==> src/rtl/audio_i2s_adc_rx.sv <==
// I2S receiver for the WM8731 ADC path. Oversamples the codec-mastered
// BCLK/ADCLRC/ADCDAT pins in clk_clk, deserialises left/right words and queues
// complete stereo pairs in a show-ahead FIFO with a valid/ready output.
module audio_i2s_adc_rx #(
    parameter int DATA_W      = 24,
    parameter int FIFO_DEPTH  = 4,
    parameter int SYNC_STAGES = 2
) (
    input  logic                             clk_clk,
    input  logic                             reset_reset_n,
    input  logic                             i2s_bclk,
    input  logic                             i2s_adclrc,
    input  logic                             i2s_adcdat,
    input  logic                             enable,
    output logic [DATA_W-1:0]                sample_left,
    output logic [DATA_W-1:0]                sample_right,
    output logic                             sample_valid,
    input  logic                             sample_ready,
    output logic [$clog2(FIFO_DEPTH+1)-1:0]  fifo_level,
    output logic                             overflow,
    output logic                             short_err,
    input  logic                             err_clr
);

    localparam int PTR_W = $clog2(FIFO_DEPTH);
    localparam int LVL_W = $clog2(FIFO_DEPTH + 1);
    localparam int CNT_W = $clog2(DATA_W + 1);

    typedef enum logic [2:0] {IDLE, SYNC_WAIT, DELAY, SHIFT, HOLD} state_t;

    state_t                  state, next_state;
    logic [SYNC_STAGES-1:0]  bclk_sync, lrc_sync, dat_sync;
    logic                    bclk_s, lrc_s, dat_s;
    logic                    bclk_prev, lrc_prev;
    logic                    bit_tick, lrc_edge;
    logic                    channel, left_ok;
    logic [CNT_W-1:0]        bit_cnt;
    logic                    shift_en, cnt_load, chan_load, word_done, short_set;
    logic [DATA_W-1:0]       shift_reg, left_hold, word_next;
    logic [DATA_W-1:0]       mem_left  [FIFO_DEPTH];
    logic [DATA_W-1:0]       mem_right [FIFO_DEPTH];
    logic [PTR_W-1:0]        wr_ptr, rd_ptr;
    logic                    push, pop, full, push_ok, ovf_set;

    assign bclk_s    = bclk_sync[SYNC_STAGES-1];
    assign lrc_s     = lrc_sync[SYNC_STAGES-1];
    assign dat_s     = dat_sync[SYNC_STAGES-1];
    assign bit_tick  = bclk_s & ~bclk_prev;
    assign lrc_edge  = bit_tick & (lrc_s != lrc_prev);
    assign word_next = {shift_reg[DATA_W-2:0], dat_s};

    // Synchronise the asynchronous codec pins and remember last BCLK/LRC levels
    always_ff @(posedge clk_clk or negedge reset_reset_n) begin
        if (!reset_reset_n) begin
            bclk_sync <= '0;
            lrc_sync  <= '0;
            dat_sync  <= '0;
            bclk_prev <= 1'b0;
            lrc_prev  <= 1'b0;
        end else begin
            bclk_sync <= {bclk_sync[SYNC_STAGES-2:0], i2s_bclk};
            lrc_sync  <= {lrc_sync[SYNC_STAGES-2:0], i2s_adclrc};
            dat_sync  <= {dat_sync[SYNC_STAGES-2:0], i2s_adcdat};
            bclk_prev <= bclk_s;
            if (bit_tick) lrc_prev <= lrc_s;
        end
    end

    // FSM state register
    always_ff @(posedge clk_clk or negedge reset_reset_n) begin
        if (!reset_reset_n) state <= IDLE;
        else                state <= next_state;
    end

    // Next-state and per-tick datapath controls; the edge tick itself carries the I2S delay bit
    always_comb begin
        next_state = state;
        shift_en   = 1'b0;
        cnt_load   = 1'b0;
        chan_load  = 1'b0;
        word_done  = 1'b0;
        short_set  = 1'b0;
        if (!enable) begin
            next_state = IDLE;
        end else begin
            case (state)
                IDLE: next_state = SYNC_WAIT;
                SYNC_WAIT: begin
                    if (lrc_edge && !lrc_s) begin
                        next_state = DELAY;
                        chan_load  = 1'b1;
                    end
                end
                DELAY: begin
                    if (lrc_edge) begin
                        chan_load = 1'b1;
                    end else if (bit_tick) begin
                        next_state = SHIFT;
                        shift_en   = 1'b1;
                        cnt_load   = 1'b1;
                    end
                end
                SHIFT: begin
                    if (lrc_edge) begin
                        next_state = DELAY;
                        chan_load  = 1'b1;
                        short_set  = 1'b1;
                    end else if (bit_tick) begin
                        shift_en = 1'b1;
                        if (bit_cnt == CNT_W'(DATA_W - 1)) begin
                            word_done  = 1'b1;
                            next_state = HOLD;
                        end
                    end
                end
                HOLD: begin
                    if (lrc_edge) begin
                        next_state = DELAY;
                        chan_load  = 1'b1;
                    end
                end
                default: next_state = IDLE;
            endcase
        end
    end

    // Channel, bit counter and left-word-pending bookkeeping
    always_ff @(posedge clk_clk or negedge reset_reset_n) begin
        if (!reset_reset_n) begin
            channel <= 1'b0;
            left_ok <= 1'b0;
            bit_cnt <= '0;
        end else begin
            if (chan_load) channel <= lrc_s;
            if (cnt_load)      bit_cnt <= CNT_W'(1);
            else if (shift_en) bit_cnt <= bit_cnt + CNT_W'(1);
            if (state == IDLE || short_set) left_ok <= 1'b0;
            else if (word_done)             left_ok <= ~channel;
        end
    end

    // Serial shift register and completed left word (data path, no reset)
    always_ff @(posedge clk_clk) begin
        if (shift_en) shift_reg <= word_next;
        if (word_done && !channel) left_hold <= word_next;
    end

    assign push    = word_done & channel & left_ok;
    assign sample_valid = (fifo_level != '0);
    assign pop     = sample_valid & sample_ready;
    assign full    = (fifo_level == LVL_W'(FIFO_DEPTH));
    assign push_ok = push & (~full | pop);
    assign ovf_set = push & full & ~pop;

    // FIFO storage; a push on a full FIFO with a pop overwrites the slot being consumed
    always_ff @(posedge clk_clk) begin
        if (push_ok) begin
            mem_left[wr_ptr]  <= left_hold;
            mem_right[wr_ptr] <= word_next;
        end
    end

    // FIFO pointers, level and sticky error flags (a set beats a coincident clear)
    always_ff @(posedge clk_clk or negedge reset_reset_n) begin
        if (!reset_reset_n) begin
            wr_ptr     <= '0;
            rd_ptr     <= '0;
            fifo_level <= '0;
            overflow   <= 1'b0;
            short_err  <= 1'b0;
        end else begin
            if (push_ok) wr_ptr <= wr_ptr + PTR_W'(1);
            if (pop)     rd_ptr <= rd_ptr + PTR_W'(1);
            case ({push_ok, pop})
                2'b10:   fifo_level <= fifo_level + LVL_W'(1);
                2'b01:   fifo_level <= fifo_level - LVL_W'(1);
                default: fifo_level <= fifo_level;
            endcase
            overflow  <= ovf_set   | (overflow  & ~err_clr);
            short_err <= short_set | (short_err & ~err_clr);
        end
    end

    assign sample_left  = sample_valid ? mem_left[rd_ptr]  : '0;
    assign sample_right = sample_valid ? mem_right[rd_ptr] : '0;

endmodule

==> config.mk <==
export PLATFORM = sky130hd
export DESIGN_NAME = audio_i2s_adc_rx
export DESIGN_NICKNAME = d
export VERILOG_FILES = /design/src/rtl/audio_i2s_adc_rx.sv
export SDC_FILE = /design/constraint.sdc
export NUM_CORES = 1
export LEC_CHECK = 0
export ABC_AREA = 1
export BUFFER_PORTS_ARGS = -buffer_cell sky130_fd_sc_hd__buf_2
export CAP_MARGIN = 15
export CORE_MARGIN = 3
export CORE_UTILIZATION = 50
export CTS_CLUSTER_SIZE = 8
export DETAILED_ROUTE_END_ITERATION = 7
export PLACE_DENSITY = 0.68
export RECOVER_POWER = 100
export SETUP_SLACK_MARGIN = 0.2
export SYNTH_ARGS = -nofsm -noshare
export SYNTH_HDL_FRONTEND = slang
export SYNTH_SLANG_ARGS = --single-unit
==> constraint.sdc <==
create_clock -name clk_clk -period 9.7 [get_ports clk_clk]
set_input_delay 0.97 -clock clk_clk [delete_from_list [all_inputs] [get_ports clk_clk]]
set_output_delay 0.97 -clock clk_clk [all_outputs]
set_load 0.005 [all_outputs]
==> summary.md, run 1 <==
| Metric | Value |
|---|---|
| First-pass GRT wire length | roughly 32 mm |
| Fin area | between 10000 and 15000 um2 |
| Routed WL per cell | ~18 um |
| Dpl hpwl | 10.5 mm |
| Non-Filler Instances | around 1100 |
| CTS tree | yes |
| Synth-to-Final Area Change | 14.8% |
| Share of the synthesized area in the top cell type | between 60% and 70% |
| Area contributors post-synth | edfxtp_1 (70%), nor2_1 (7.6%), dfrtp_1 (6.6%) |
| HP Class | flip-flop to flip-flop |
| CP arrival | around 5000 ps |
| Fillcell total | roughly 1600 |
| Clock Sinks | ~270 |
| Placed inst area | about 11000 um2 |
| Num ports | 62 |
| Antenna cells | 0 |
| # Max-Cap Violations | 6 |
| CTS max path bufs | 3 |
| EDFF count, synth | ~240 |
| DR vias | around 6000 |
| Vias in the first global route | 5984 |
| PD cells | roughly 280 nW/um2 |
| Drt drc | 0 |
| Final Setup Violations | 0 |
| Num rows | roughly 50 |
| Place WS | between 6000 and 7000 ps |
| Final WS setup | between 3000 and 4000 ps |
| RR Endpoint | mem_right[1][5]$_DFFE_PP_ |
| Net Count, Synth | roughly 790 |
| Post-CTS Resized | 0 |
| TritonCTS buffer count | 39 |
| Total Wirelength | 20.1 mm |
| Post-synth top area cell | edfxtp_1 |
| Commonest non-fill, non-tap cell in the layout | edfxtp_1 |
| Crit path required time | approximately 8700 ps |
| DP Cell Count | about 1100 |
| # hold bufs at CTS | 0 |
| GP Congestion | just over 0.8 |
| Fin nets | roughly 870 |
| Sequential element share of the synthesized area | 76.6% |
| Synthesized cell area | ~10000 um2 |
| Failing checks | max-capacitance violations, max-slew violations |
| Layout cells sized above 1 | 9.57% |
| Overall Global Routing Usage | 18.4% |
| Core area | between 15000 and 20000 um2 |
| Post-Syn Instances | slightly below 800 |
| Fin util | between 50% and 60% |
| Setup repair bufs after CTS | 0 |
| Hold Path Stages | 0 |
| Initial Util | roughly 52% |
| Crit path kind | flip-flop to output port |
| Worst Skew | roughly 20 ps |
| Yosys warns | 0 |
| Netlist cell types | 30 |
| CP endpoint kind | output port |
| #FFs+latches synth | approximately 270 |
| Crit Path Max Fanout | 97 |
| Initial DRC count | around 430 |
| Peak VDD IR | ~0.25 mV |
| Min cycle time layout | 5950 ps |
| Total gr overflow | 0 |
| Mean Syn Cell Area | about 13 um2 |
| Final hold vios | 0 |
| Via/cell ratio | 5.31 |
| Reg2reg start | bclk_prev$_DFF_PN0_ |
| Asr flop ratio synth | 10.2% |
| Die area | around 22000 um2 |
| Setup crit start kind | flip-flop |
| Status | finished with violations |
| DIE HEIGHT | around 150 um |
| Drt first pass iters | 4 |
| Leak | a little over 4 nW |
| Port Buffer Count | 61 |
| H-tree depth | 2 |
| Final period util | approximately three fifths |
| Clock Tree Root | clkbuf_16 |
| Tightest Pin Transition | approximately 4500 ps |
| Max Freq | 0.168 GHz |
| Most frequent cells in the layout | edfxtp_1 (239), nor2_1 (209), o21ai_0 (104), clkbuf_1 (62), a21oi_1 (55) |
| Initial antenna violation count | 0 |
| Reg2reg path depth | 8 |
| Rel. slew slack | -198% |
| Final setup TNS | 0 ps |
| RSZ-0062 raised after global routing | no |
| Worst hold start | bclk_sync[0]$_DFF_PN0_ |
| Clk_lat worst skew | ~510 ps |
| Chip Width | 149 um |
| Pin count of the biggest net entering global routing | between 90 and 100 |
| Final ANT Viol Nets | 0 |
| Worst-path clk slew | approximately 50 ps |
| Top flop regs | mem_left x96, mem_right x96, left_hold x24 |
| Ys flop type | edfxtp_1 |
| Worst hold path endpoint | bclk_sync[1]$_DFF_PN0_ |
| Reg2Reg Setup Slack | around 5000 ps |
| Slew Limit Fails | 320 |
[cell type report]
cell class	count	area [um2]	share of cell area, %
clock inverters	3	33.8	0.287
flip-flops and latches	266	7860	66.7
multi-input cells	444	2090	17.7
repair buffers	71	303	2.57
well taps	265	332	2.82
clock buffers	52	1050	8.89
inverters	31	116	0.989
[routing by layer]
layer  GRT usage, %  up-vias  wire length (um)
met3           3.92       31              1060
met4           5.95        0               387
li1               -     2882                 -
met2           29.7      150              9790
met1           25.5     2947              8910
met5              0        -                 0
[critical path, cell delays in order, from the launching register on]
cell      delay (ps)
dfrtp_2          360
clkbuf_1        3130
nor2_1           350
nor2_1           230
o21ai_0          110
a21oi_1          150
clkbuf_1         130
[cell usage after synthesis, types with 3 or more instances]
| master | instances |
|---|---|
| a21oi_1 | 55 |
| buf_2 | 18 |
| clkbuf_1 | 19 |
| dfrtp_1 | 27 |
| edfxtp_1 | 239 |
| ha_1 | 5 |
| inv_1 | 28 |
| inv_2 | 3 |
| nand2_1 | 24 |
| nand2_2 | 6 |
| nand3_1 | 15 |
| nand4_1 | 4 |
| nor2_1 | 208 |
| nor2_2 | 3 |
| o21ai_0 | 104 |
[report_power, final]
group          total, mW  internal (mW)  switching [mW]
clock               1.18          0.742           0.440
combinational      0.859          0.299           0.560
sequential          1.29           1.26          0.0238
[worst max-delay path by stage]
stage                                startpoint                        to  slack (ps)  cells after the start
after floorplan                    sample_ready  mem_left[0][0]$_DFFE_PP_        5750                      6
after global placement    rd_ptr[1]$_DFFE_PN0P_           sample_left[20]        6600                      7
after detailed placement  rd_ptr[1]$_DFFE_PN0P_           sample_left[20]        6530                      7
after CTS                 rd_ptr[1]$_DFFE_PN0P_           sample_left[20]        6000                      7
after global routing      rd_ptr[0]$_DFFE_PN0P_            sample_left[0]        3180                      6
final                     rd_ptr[0]$_DFFE_PN0P_           sample_left[14]        3750                      6
[stage by stage]
stage	hold WS [ps]	total power, mW
floorplan	331	1.86
global placement	333	2.18
detailed placement	336	2.19
CTS	346	3.38
global route	355	3.52
finish	343	3.33
[kinds of logic (layout without fill, tap and decap cells)]
family / Yosys count / in the layout / share of synthesized area (%)
AND/OR/NAND/NOR: 271 / 271 / 11.5
adder cells (fa/ha/maj): 6 / 6 / 0.805
flip-flops: 266 / 266 / 76.6
XOR/XNOR: 3 / 3 / 0.329
buffers and inverters: 68 / 157 / 2.71
AO/OA/AOI/OAI: 164 / 164 / 8.13
(Power assumes the default switching activity.)
==> run 2: changes to the inputs <==
- clock period: 9.7 -> 5.85 ns (I/O delays scaled with it)
==> run 2 against run 1 <==
Against the previous run: the run still ends with max-capacitance violations, max-slew violations left; hold slack worse by 160 ps; global-route usage down 0.25 points; non-clock buffer count unchanged; register-to-register slack worse by 2600 ps; highest routed layer unchanged; cell count did not move; power is 65% higher; first-iteration DRC count decreased by 0.47%; critical path depth down 1; routed wire length decreased by 0.40%; sequential share of layout area is 0.078 points lower.
==> summary.md, run 2 (same netlist as run 1, synthesis figures left out) <==
| Metric | Value |
|---|---|
| GP Congestion | 0.818 |
| TritonCTS buffer count | 39 |
| Synth-to-Final Area Change | 14.9% |
| H-tree depth | 2 |
| Most frequent cells in the layout | edfxtp_1 (239), nor2_1 (209), o21ai_0 (104), clkbuf_1 (59), a21oi_1 (55) |
| Final hold vios | 0 |
| DIE HEIGHT | around 150 um |
| Vias in the first global route | roughly 5900 |
| Clk_lat worst skew | just over 500 ps |
| Slew Limit Fails | a little over 90 |
| Drt first pass iters | 5 |
| Worst path top cell family by delay | buffers and inverters |
| RSZ-0062 raised after global routing | no |
| Worst-path clk slew | approximately 50 ps |
| CTS tree | yes |
| Final setup TNS | 0 ps |
| Drt drc | 0 |
| Crit path largest cell delay | roughly 1300 ps |
| Antenna cells | 0 |
| HP Class | input pin to flip-flop |
| Min Hold Slack | around 190 ps |
| Crit path required time | 5270 ps |
| Crit Path Max Fanout | 66 |
| Dpl hpwl | roughly 10 mm |
| Initial DRC count | between 400 and 500 |
| Max Freq | 0.256 GHz |
| Crit path kind | flip-flop to output port |
| Commonest non-fill, non-tap cell in the layout | edfxtp_1 |
| Final period util | around two thirds |
| First-pass GRT wire length | 31.6 mm |
| Clock Tree Root | clkbuf_16 |
| Fin nets | 867 |
| Rel. slew slack | -25.4% |
| Clock Sinks | between 200 and 300 |
| Slowest stage cell, crit path | inv_1 |
| Reg2reg start | bclk_sync[1]$_DFF_PN0_ |
| Met3 wire len | 1.22 mm |
| Setup repair bufs after CTS | 0 |
| Wire length on met2 | about 9.8 mm |
| Peak VDD IR | between 0.2 and 0.25 mV |
| Placed inst area | 10800 um2 |
| Pin count of the biggest net entering global routing | 98 |
| Routed WL per cell | ~18 um |
| Fin area | between 10000 and 15000 um2 |
| Post-CTS Resized | 0 |
| Top flop regs | mem_left x96, mem_right x96, left_hold x24 |
| Failing checks | max-capacitance violations, max-slew violations |
| Non-Filler Instances | ~1100 |
| Place WS | a little over 3000 ps |
| Total Wirelength | about 20 mm |
| Total gr overflow | 0 |
| Via/cell ratio | approximately 5.3 |
| Die area | 22300 um2 |
| Chip Width | between 100 and 150 um |
| Final ANT Viol Nets | 0 |
| Critical Path Sink | sample_left[17] |
| # hold bufs at CTS | 0 |
| DP Cell Count | 1077 |
| Buf+Inv Stages, Crit Path | 3 |
| CP endpoint kind | output port |
| Reg2Reg Setup Slack | about 2300 ps |
| Overall Global Routing Usage | a little under a fifth |
| Final WS setup | 1940 ps |
| Crit path launch | rd_ptr[0]$_DFFE_PN0P_ |
| Leak | 4.09 nW |
| Num rows | between 50 and 60 |
| Reg2reg path depth | 9 |
| Port Buffer Count | 61 |
| Initial Util | 51.8% |
| RR Endpoint | mem_left[3][6]$_DFFE_PP_ |
| Num ports | just over 60 |
| CTS max path bufs | 3 |
| # Max-Cap Violations | 2 |
| Core area | 19800 um2 |
| Crit-path cells | inv_1, buf_4, o21ai_0, a21oi_1, clkbuf_1 |
| Worst Skew | ~15 ps |
| Min cycle time layout | 3910 ps |
| Initial antenna violation count | 0 |
| PD cells | 466 nW/um2 |
| Layout cells sized above 1 | around a tenth |
| Tightest Pin Transition | 1880 ps |
| DR vias | ~6000 |
| CP arrival | ~3300 ps |
| Status | finished with violations |
| Critical path depth in cells | 5 |
| Final Setup Violations | 0 |
| Metal-1 WL | 8.63 mm |
| Top layer in use | met4 |
| Setup crit start kind | flip-flop |
run 2: how the worst min path moves through the flow:
stage | end | depth (start not counted) | slack (ps) | startpoint
after floorplan | bclk_prev$_DFF_PN0_ | 0 | 290 | reset_reset_n
after global placement | bclk_sync[1]$_DFF_PN0_ | 0 | 330 | bclk_sync[0]$_DFF_PN0_
after detailed placement | lrc_sync[1]$_DFF_PN0_ | 0 | 340 | lrc_sync[0]$_DFF_PN0_
after CTS | fifo_level[0]$_DFFE_PN0P_ | 1 | 100 | reset_reset_n
after global routing | bclk_sync[0]$_DFF_PN0_ | 1 | 160 | i2s_bclk
final | bclk_sync[0]$_DFF_PN0_ | 1 | 190 | i2s_bclk
run 2: metal layers:
metal / vias to the layer above / track usage (%)
li1: 2882 / -
met1: 2921 / 24.8
met2: 167 / 29.6
met3: 38 / 4.04
met4: 0 / 5.77
met5: - / 0
run 2: final cells by class:
| type | instances | area, um2 |
|---|---|---|
| flip-flops and latches | 266 | 7860 |
| well taps | 265 | 332 |
| fillers | 1552 | 8000 |
| clock buffers | 52 | 1050 |
| multi-input cells | 444 | 2090 |
| repair buffers | 71 | 317 |
| inverters | 31 | 116 |
| clock inverters | 3 | 33.8 |
run 2: report_power, final:
part | internal (mW) | switching, mW
Clock | 1.23 | 0.728
Sequential | 2.09 | 0.0372
Combinational | 0.466 | 0.943
run 2: through the flow:
step | utilization (%) | power [mW]
after floorplan | - | 3.09
after global placement | 54.8 | 3.62
after detailed placement | 54.8 | 3.64
after CTS | 60.3 | 5.61
after global routing | 59.6 | 5.82
final | 59.6 | 5.50
